$ cat src/rtl/counter_arbiter.sv
// -----------------------------------------------------------------------------
// counter_arbiter
//   Shares one WIDTH-bit down-counter interval timer between two requesters.
//   A granted requester has its interval length loaded into the counter. The
//   counter then runs down to zero, and the requester receives a one-cycle
//   done pulse. Dropping the request while the counter runs aborts the interval.
//
//   Configuration macro: COUNTER_ARB_RR_EN
//     defined   - round-robin arbitration on a tie (the requester not served
//                 last wins). The pointer resets to 1, so requester 0 wins
//                 the first tie.
//     undefined - fixed priority: req[0] always beats req[1].
//
// Ports
//   clk    in   rising-edge system clock
//   reset  in   asynchronous active-low reset (0 = in reset)
//   req    in   [1:0]       per-requester level request
//   len0   in   [WIDTH-1:0] interval load value for requester 0 (sampled at grant)
//   len1   in   [WIDTH-1:0] interval load value for requester 1 (sampled at grant)
//   gnt    out  [1:0]       one-hot grant, held for the whole interval
//   done   out  [1:0]       one-cycle expiry pulse to the granted requester
//   busy   out              high whenever the FSM is not IDLE
//   q      out  [WIDTH-1:0] current counter value
// -----------------------------------------------------------------------------
module counter_arbiter #(
    parameter int WIDTH = 4
) (
    input  logic             clk,
    input  logic             reset,
    input  logic [1:0]       req,
    input  logic [WIDTH-1:0] len0,
    input  logic [WIDTH-1:0] len1,
    output logic [1:0]       gnt,
    output logic [1:0]       done,
    output logic             busy,
    output logic [WIDTH-1:0] q
);

    typedef enum logic [1:0] {
        IDLE = 2'd0,
        RUN  = 2'd1,
        DONE = 2'd2
    } state_t;

    state_t           state_r;
    state_t           state_nx_s;
    logic [1:0]       gnt_r;
    logic [1:0]       gnt_nx_s;
    logic [1:0]       done_r;
    logic [1:0]       done_nx_s;
    logic             busy_r;
    logic             busy_nx_s;
    logic [WIDTH-1:0] q_r;
    logic [WIDTH-1:0] q_nx_s;
    logic             win_s;      // arbitration winner index (0 or 1)
    logic             req_gnt_s;  // request level of the currently granted requester

`ifdef COUNTER_ARB_RR_EN
    logic             last_r;     // index of the requester served last
    logic             grant_s;    // a grant is issued at this edge

    // Tie goes to the requester not served last; a lone requester always wins.
    always_comb begin
        win_s = 1'b0;
        if (req == 2'b11) begin
            win_s = ~last_r;
        end else begin
            win_s = req[1];
        end
    end

    // Last-served pointer, updated at every grant (including later aborts).
    always_ff @(posedge clk or negedge reset) begin
        if (!reset) begin
            last_r <= 1'b1;
        end else if (grant_s) begin
            last_r <= win_s;
        end else begin
            last_r <= last_r;
        end
    end

    assign grant_s = (state_r == IDLE) && (req != 2'b00);
`else
    // Fixed priority: requester 1 wins only when requester 0 is not asking.
    always_comb begin
        win_s = 1'b0;
        if (req[0]) begin
            win_s = 1'b0;
        end else begin
            win_s = 1'b1;
        end
    end
`endif

    // The grant is one-hot, so gnt_r[1] identifies the granted requester.
    assign req_gnt_s = gnt_r[1] ? req[1] : req[0];

    // Next-state and next-output logic for the IDLE/RUN/DONE sequencer.
    always_comb begin
        state_nx_s = state_r;
        gnt_nx_s   = gnt_r;
        done_nx_s  = 2'b00;
        q_nx_s     = q_r;
        case (state_r)
            IDLE: begin
                if (req != 2'b00) begin
                    state_nx_s = RUN;
                    gnt_nx_s   = win_s ? 2'b10 : 2'b01;
                    q_nx_s     = win_s ? len1 : len0;
                end else begin
                    state_nx_s = IDLE;
                    gnt_nx_s   = 2'b00;
                end
            end
            RUN: begin
                // Abort has priority over both decrement and expiry; q holds.
                if (!req_gnt_s) begin
                    state_nx_s = IDLE;
                    gnt_nx_s   = 2'b00;
                end else if (q_r != {WIDTH{1'b0}}) begin
                    q_nx_s = q_r - {{(WIDTH-1){1'b0}}, 1'b1};
                end else begin
                    state_nx_s = DONE;
                    done_nx_s  = gnt_r;
                end
            end
            DONE: begin
                state_nx_s = IDLE;
                gnt_nx_s   = 2'b00;
            end
            default: begin
                state_nx_s = IDLE;
                gnt_nx_s   = 2'b00;
                q_nx_s     = {WIDTH{1'b0}};
            end
        endcase
        busy_nx_s = (state_nx_s != IDLE);
    end

    // State and registered outputs.
    always_ff @(posedge clk or negedge reset) begin
        if (!reset) begin
            state_r <= IDLE;
            gnt_r   <= 2'b00;
            done_r  <= 2'b00;
            busy_r  <= 1'b0;
            q_r     <= {WIDTH{1'b0}};
        end else begin
            state_r <= state_nx_s;
            gnt_r   <= gnt_nx_s;
            done_r  <= done_nx_s;
            busy_r  <= busy_nx_s;
            q_r     <= q_nx_s;
        end
    end

    assign gnt  = gnt_r;
    assign done = done_r;
    assign busy = busy_r;
    assign q    = q_r;

endmodule

$ cat config.mk
export PLATFORM = sky130hd
export DESIGN_NAME = counter_arbiter
export DESIGN_NICKNAME = d
export VERILOG_FILES = /design/src/rtl/counter_arbiter.sv
export SDC_FILE = /design/constraint.sdc
export NUM_CORES = 1
export LEC_CHECK = 0
export CAP_MARGIN = 15
export CORE_ASPECT_RATIO = 0.9
export CORE_MARGIN = 1
export CORE_UTILIZATION = 41
export DETAILED_ROUTE_END_ITERATION = 8
export PLACE_DENSITY = 0.74
export SLEW_MARGIN = 20
export SYNTH_ARGS = -nofsm -noshare
export SYNTH_HDL_FRONTEND = slang
export SYNTH_SLANG_ARGS = --single-unit
$ cat constraint.sdc
create_clock -name clk -period 1.3 [get_ports clk]
set_input_delay 0.26 -clock clk [delete_from_list [all_inputs] [get_ports clk]]
set_output_delay 0.26 -clock clk [all_outputs]
set_load 0.005 [all_outputs]
==> results of run 1 <==
## metal layers
layer | global-route usage (%) | wire length, µm
met2 | 43.14 | 1041
met3 | 6.522 | 68
met4 | 3.529 | 12
met5 | 0 | 0
met1 | 28.49 | 797
## worst max-delay path by stage
stage                                    start                    to  slack [ps]  cells after the start
final                         q[1]$_DFFE_PN0P_  state_r[0]$_DFF_PN0_        -110                      7
after floorplan             gnt[1]$_DFFE_PN0P_      q[2]$_DFFE_PN0P_         -50                      5
after global placement                  req[0]      q[1]$_DFFE_PN0P_        -430                      5
after detailed placement                req[0]      q[1]$_DFFE_PN0P_        -470                      5
after CTS                 state_r[0]$_DFF_PN0_      q[2]$_DFFE_PN0P_        -110                      5
after global routing          q[0]$_DFFE_PN0P_      q[1]$_DFFE_PN0P_        -210                      7
## cells by family after synthesis
| family | after synthesis |
|---|---|
| flip-flops | 11 |
| AO/OA/AOI/OAI | 21 |
| buffers and inverters | 10 |
| multiplexers | 4 |
| adder cells (fa/ha/maj) | 2 |
| AND/OR/NAND/NOR | 28 |
## synth_stat cells (2+ instances only)
master | count | area [µm²]
inv_1 | 5 | 18.77
o21ai_0 | 5 | 25.02
nor2_1 | 3 | 11.26
mux2i_1 | 3 | 30.03
clkbuf_1 | 2 | 7.510
dfrtp_1 | 11 | 275.3
nand2_1 | 6 | 22.52
nand2b_1 | 2 | 12.51
a21oi_1 | 9 | 45.04
nor2b_1 | 2 | 12.51
buf_6 | 2 | 22.52
nor3_1 | 5 | 25.02
ha_1 | 2 | 25.02
## through the flow
| step | power, mW | setup slack, ps |
|---|---|---|
| 2_1_floorplan | 1.184 | -48.65 |
| 3_3_place_gp | 1.680 | -430.6 |
| 3_5_place_dp | 1.715 | -469.3 |
| 4_1_cts | 2.026 | -108.4 |
| 5_1_grt | 2.266 | -205.8 |
| 6_report | 2.101 | -109.8 |
## repair_timing
| item | 4_1_cts | 5_1_grt |
|---|---|---|
| resized for setup | 19 | 12 |
| buffers inserted | 6 | 1 |
| pin swaps | 4 | 1 |
| endpoints found under the setup margin | 16 | 10 |
## power breakdown
group | switching (mW) | total, mW | leakage, nW | internal (mW)
Sequential | 0.0771 | 0.528 | 0.136 | 0.451
Clock | 0.113 | 0.232 | 0.0150 | 0.119
Combinational | 0.619 | 1.34 | 0.390 | 0.722
Total | 0.809 | 2.10 | 0.541 | 1.29
## layout make-up
| cell class | instances | area, µm² |
|---|---|---|
| Multi-Input combinational cell | 55 | 454.2 |
| Fill cell | 115 | 350.3 |
| Tap cell | 22 | 27.53 |
| Timing Repair Buffer | 44 | 374.1 |
| Sequential cell | 11 | 277.8 |
| Clock buffer | 4 | 26.28 |
| Inverter | 5 | 18.77 |
## sequential cells by signal, summed over array words and instances, names as in the netlist
signal,count
busy,1
done,2
gnt,2
q,4
state_r,2
==> impl_metrics.ini, run 1 <==
[worst_setup_path]
crit_fanout = 4
worstPathRequired_ps = 1460
reg2reg_to = state_r[0]$_DFF_PN0_
slowest_stage = dfrtp_1
r2r.worst_path.cells = 7
critPathKind = flip-flop to flip-flop
cp_top_family = flip-flops
cp.arrival_ps = 1570
cp_cell_sequence = inv_2 -> ha_4 -> nor3b_4 -> buf_4 -> o21ai_1 -> a22oi_1 -> nor2_1
worstSetupEndpointType = flip-flop
timing.rr.start = q[1]$_DFFE_PN0P_
slowest_delay_ps = 400
cp-start-kind = flip-flop
r2r_slack_ps = -110
cp_num_buf_inv = 2

[logic_synthesis]
netlist_instances = 76
syn_area_per_cell_um2 = 9.318
synth_compound_area_share_pct = 18.20
ys_ff_latch = 11
synthArstFlopShare_pct = 100.0
synthFlopType = dfrtp_1
synth_nets = 90
yosysUniqueCellTypes = 32
yosysSeqAreaShare_pct = 38.87
yosys.area_share.simple_pct = 25.62
synth_top_family_by_area = simple AND/OR/NAND/NOR gates
ys_warn_count = 0
synth_fa_ha_area_share_pct = 3.534
syn-cell-area_um2 = 708.2
synthXorXnorAreaFrac_pct = 0
synth.area.mux_share_pct = 5.830
synth_edf_count = 0

[clock_network]
cts_root_buf = clkbuf_4
hold_buffers = 0
cts_tree = yes
clock_latency_ps = 270
cts.htree.levels = 1
cts_sinks = 11
cts-buffers-inserted = 3
clk_path_buf_depth = 2
path_clk_slew_ps = 70

[route]
via_per_inst = 5.220
drt_drc_violations_left = 0
drt-total-wl_um = 1920
wire_per_inst_um = 13.62
dr.pass1.iters = 4
ant_nets = 0
initialDrtViolationCount = 8
vias = 736

[timing]
report.final.slew_viol_count = 0
finalCriticalPeriod_ps = 1410
worstMarginPinSlew_ps = 273.4
fin_crit_sh_pct = 108.4
timing.slew.headroom_pct = 81.74
fin_tns_setup_ps = -473.8
hold_slack_ps = 292.8
max_freq_ghz = 0.7093
fin_ws_ps = -109.8
finalSetupViolations = 6
rsz0062_at_grt = yes
finClkSkew_ps = 8.067
hold_viol_final = 0

[global_route]
antenna_found_initial = 0
grt_use_total_pct = 24.10
grt_max_degree = 18
grt_pass1_wl_um = 3277
grt_pass1_vias = 732
grt_overflow = 0

[cells_and_area]
layout_commonest_cell = buf_4
stdcell_area_um2 = 1179
final_cell_mix = 20 x buf_4, 9 x dfrtp_1, 9 x clkdlybuf4s50_1, 9 x dlygate4sd2_1, 7 x a21oi_1
nNetsFinal = 134
fin_cells = 141
drive_gt1_share_pct = 41.18
fin_util_pct = 77.09
area_growth_pct = 66.43
n_antenna_cell = 0

[power]
power-per-cell-area_nw_per_um2 = 1782
peakVddDrop_uv = 1104
leakage_nw = 0.5411

[place]
place.gp.congestion = 0.8054
place_area_um2 = 1071
dp.cells = 131
dp_hpwl_um = 1348
io_buffers = 20

[run]
maxCapViolations = 0

[outcome]
status = finished with violations
violations = negative setup slack

[floorplanning]
die_h_um = 41.43
rows = 13
die_area_um2 = 1898
core_area_um2 = 1529
start_util_pct = 46.32
io_pins = 21
dieWidth_um = 45.81

[hold_path]
hold_class = input pin to asynchronous set/reset pin
Power figures use the tool's default switching activity.
==> run 2: changes to the inputs <==
- GPL_ROUTABILITY_DRIVEN: not set -> 0
==> results of run 2 <==
The final DEF is identical to that of run 1; final timing and power are the same.
==> run 3: changes to the inputs <==
- CELL_PAD_IN_SITES_DETAIL_PLACEMENT: not set -> 1
- CELL_PAD_IN_SITES_GLOBAL_PLACEMENT: not set -> 1
- CORE_UTILIZATION: 41 -> 30
- GPL_ROUTABILITY_DRIVEN: 0 -> not set
- PLACE_DENSITY: 0.74 -> not set
- PLACE_DENSITY_LB_ADDON: not set -> 0.1
==> run 3 against run 2 <==
Against the previous run:
- register-to-register slack is essentially flat
- via count decreased by 1.1%
- core utilization down 23 points
- largest cell class unchanged
- cell count up 5.0%
- clock skew fell by 6.0 ps
- the run still ends with negative setup slack left
==> impl_metrics.ini, run 3 (synthesized netlist as in run 1, its figures left out) <==
[timing]
finClkSkew_ps = 2.061
rsz0062_at_grt = yes
fin_crit_sh_pct = 109.1
hold_viol_final = 0
hold_slack_ps = 272.5
finalCriticalPeriod_ps = 1418
worstMarginPinSlew_ps = 275.6
timing.slew.headroom_pct = 81.55
fin_tns_setup_ps = -513.3
max_freq_ghz = 0.7054
fin_ws_ps = -117.7
report.final.slew_viol_count = 0
finalSetupViolations = 7

[power]
switching_share_pct = 38.70
power_frac_comb_pct = 64.2
p_seq_share_pct = 24.2
leakage_nw = 0.5486
power_mw = 2.183
power-per-cell-area_nw_per_um2 = 1825
switching_power_mw = 0.8449
peakVddDrop_uv = 967.5
power.internal_mw = 1.338
clock_power_share_pct = 11.6

[cells_and_area]
layout_commonest_cell = buf_4
fin_cells = 148
n_antenna_cell = 0
fin_util_pct = 54.32
drive_gt1_share_pct = 42.98
final_cell_mix = 24 x buf_4, 9 x clkdlybuf4s50_1, 9 x dlygate4sd2_1
largest_reg_flops = 4
area_growth_pct = 68.91
nNetsFinal = 136

[clock_network]
clock_latency_ps = 280
cts-buffers-inserted = 3
cts_tree = yes
path_clk_slew_ps = 80
clk_path_buf_depth = 2
cts_root_buf = clkbuf_4
cts.htree.levels = 1
hold_buffers = 0
cts_sinks = 11

[worst_setup_path]
startpoint = state_r[0]$_DFF_PN0_
critPathKind = flip-flop to flip-flop
worstPathRequired_ps = 1470
crit_fanout = 8
timing.rr.start = state_r[0]$_DFF_PN0_
cp.arrival_ps = 1590
cp-start-kind = flip-flop
worstSetupEndpointType = flip-flop

[floorplanning]
die_area_um2 = 2559
core_area_um2 = 2202
dieWidth_um = 53.22
rows = 16
die_h_um = 48.10
io_pins = 21
start_util_pct = 32.16

[route]
top_layer = met4
via_per_inst = 4.919
met2WireLength_um = 1069
ant_nets = 0
dr.pass1.iters = 4
initialDrtViolationCount = 7
wl_met3_um = 85
drt_drc_violations_left = 0
route.layer.met1.wl_um = 953
wire_per_inst_um = 14.37
drt-total-wl_um = 2127
vias = 728

[place]
dp.cells = 138
place.gp.congestion = 0.7514
io_buffers = 20
dp_hpwl_um = 1483

[global_route]
grt_overflow = 0
antenna_found_initial = 0
grt_pass1_wl_um = 3594
grt_use_total_pct = 20.28
grt_max_degree = 12
grt_pass1_vias = 752

[outcome]
status = finished with violations
violations = negative setup slack

[hold_path]
hold_class = input pin to asynchronous set/reset pin

[run]
maxCapViolations = 0
==> run 3: cell count changes in the layout (fill, tap and decap cells not counted), sizes merged <==
cell,change
clkbuf,-1
buf,+3
==> run 3: layout make-up <==
cell class / instances / area (µm²)
multi-input cells: 55 / 450.4
fillers: 270 / 1006
flip-flops and latches: 11 / 279.0
inverters: 5 / 18.77
well taps: 27 / 33.78
clock buffers: 4 / 26.28
repair buffers: 46 / 387.9
==> run 3: path summary, 6_finish.rpt <==
check                                       endpoint  slack (ps)  depth (start not counted)
max in group asynchronous       state_r[0]$_DFF_PN0_         860                          2
worst min register to register  state_r[0]$_DFF_PN0_         570                          1
worst max-delay path                q[2]$_DFFE_PN0P_        -120                          5
worst min-delay path              gnt[0]$_DFFE_PN0P_         270                          2
worst max register to register      q[2]$_DFFE_PN0P_        -120                          5
min in group clk                state_r[0]$_DFF_PN0_         570                          1
==> run 3: timing repair <==
| item | 4_1_cts | 5_1_grt |
|---|---|---|
| pin swaps | 2 | 0 |
| setup buffers | 7 | 1 |
| endpoints found under the setup margin | 17 | 10 |
| endpoints found under the hold margin | 0 | 0 |
| gates resized for setup | 25 | 7 |
==> run 3: through the flow <==
step	worst slack (ps)	cell area, µm²
final	-117.7	1196
after global routing	-227.5	1196
after detailed placement	-523.3	1092
after CTS	-125.1	1197
after floorplan	-48.65	745.7
after global placement	-435.2	1092
==> run 3: critical path: stages (launching register included) <==
cell     delay (ps)
dfrtp_2         450
nor4b_4         150
nor4_4          290
buf_6           170
o21ai_2          50
a22o_1          190
==> run 3: routing by layer <==
metal  global-route usage (%)  vias up
li1                         -      365
met1                    24.49      344
met2                    35.50       17
met3                    6.542        2
met4                    4.737        0
met5                        0        -
==> run 3: power groups by stage <==
| stage | registers (mW) | logic (mW) | clock network [mW] |
|---|---|---|---|
| after CTS | 0.528 | 1.38 | 0.258 |
| after global placement | 0.572 | 1.17 | 0 |
| after global routing | 0.542 | 1.55 | 0.284 |
| after detailed placement | 0.579 | 1.18 | 0 |
| final | 0.529 | 1.40 | 0.253 |
| after floorplan | 0.571 | 0.614 | 0 |
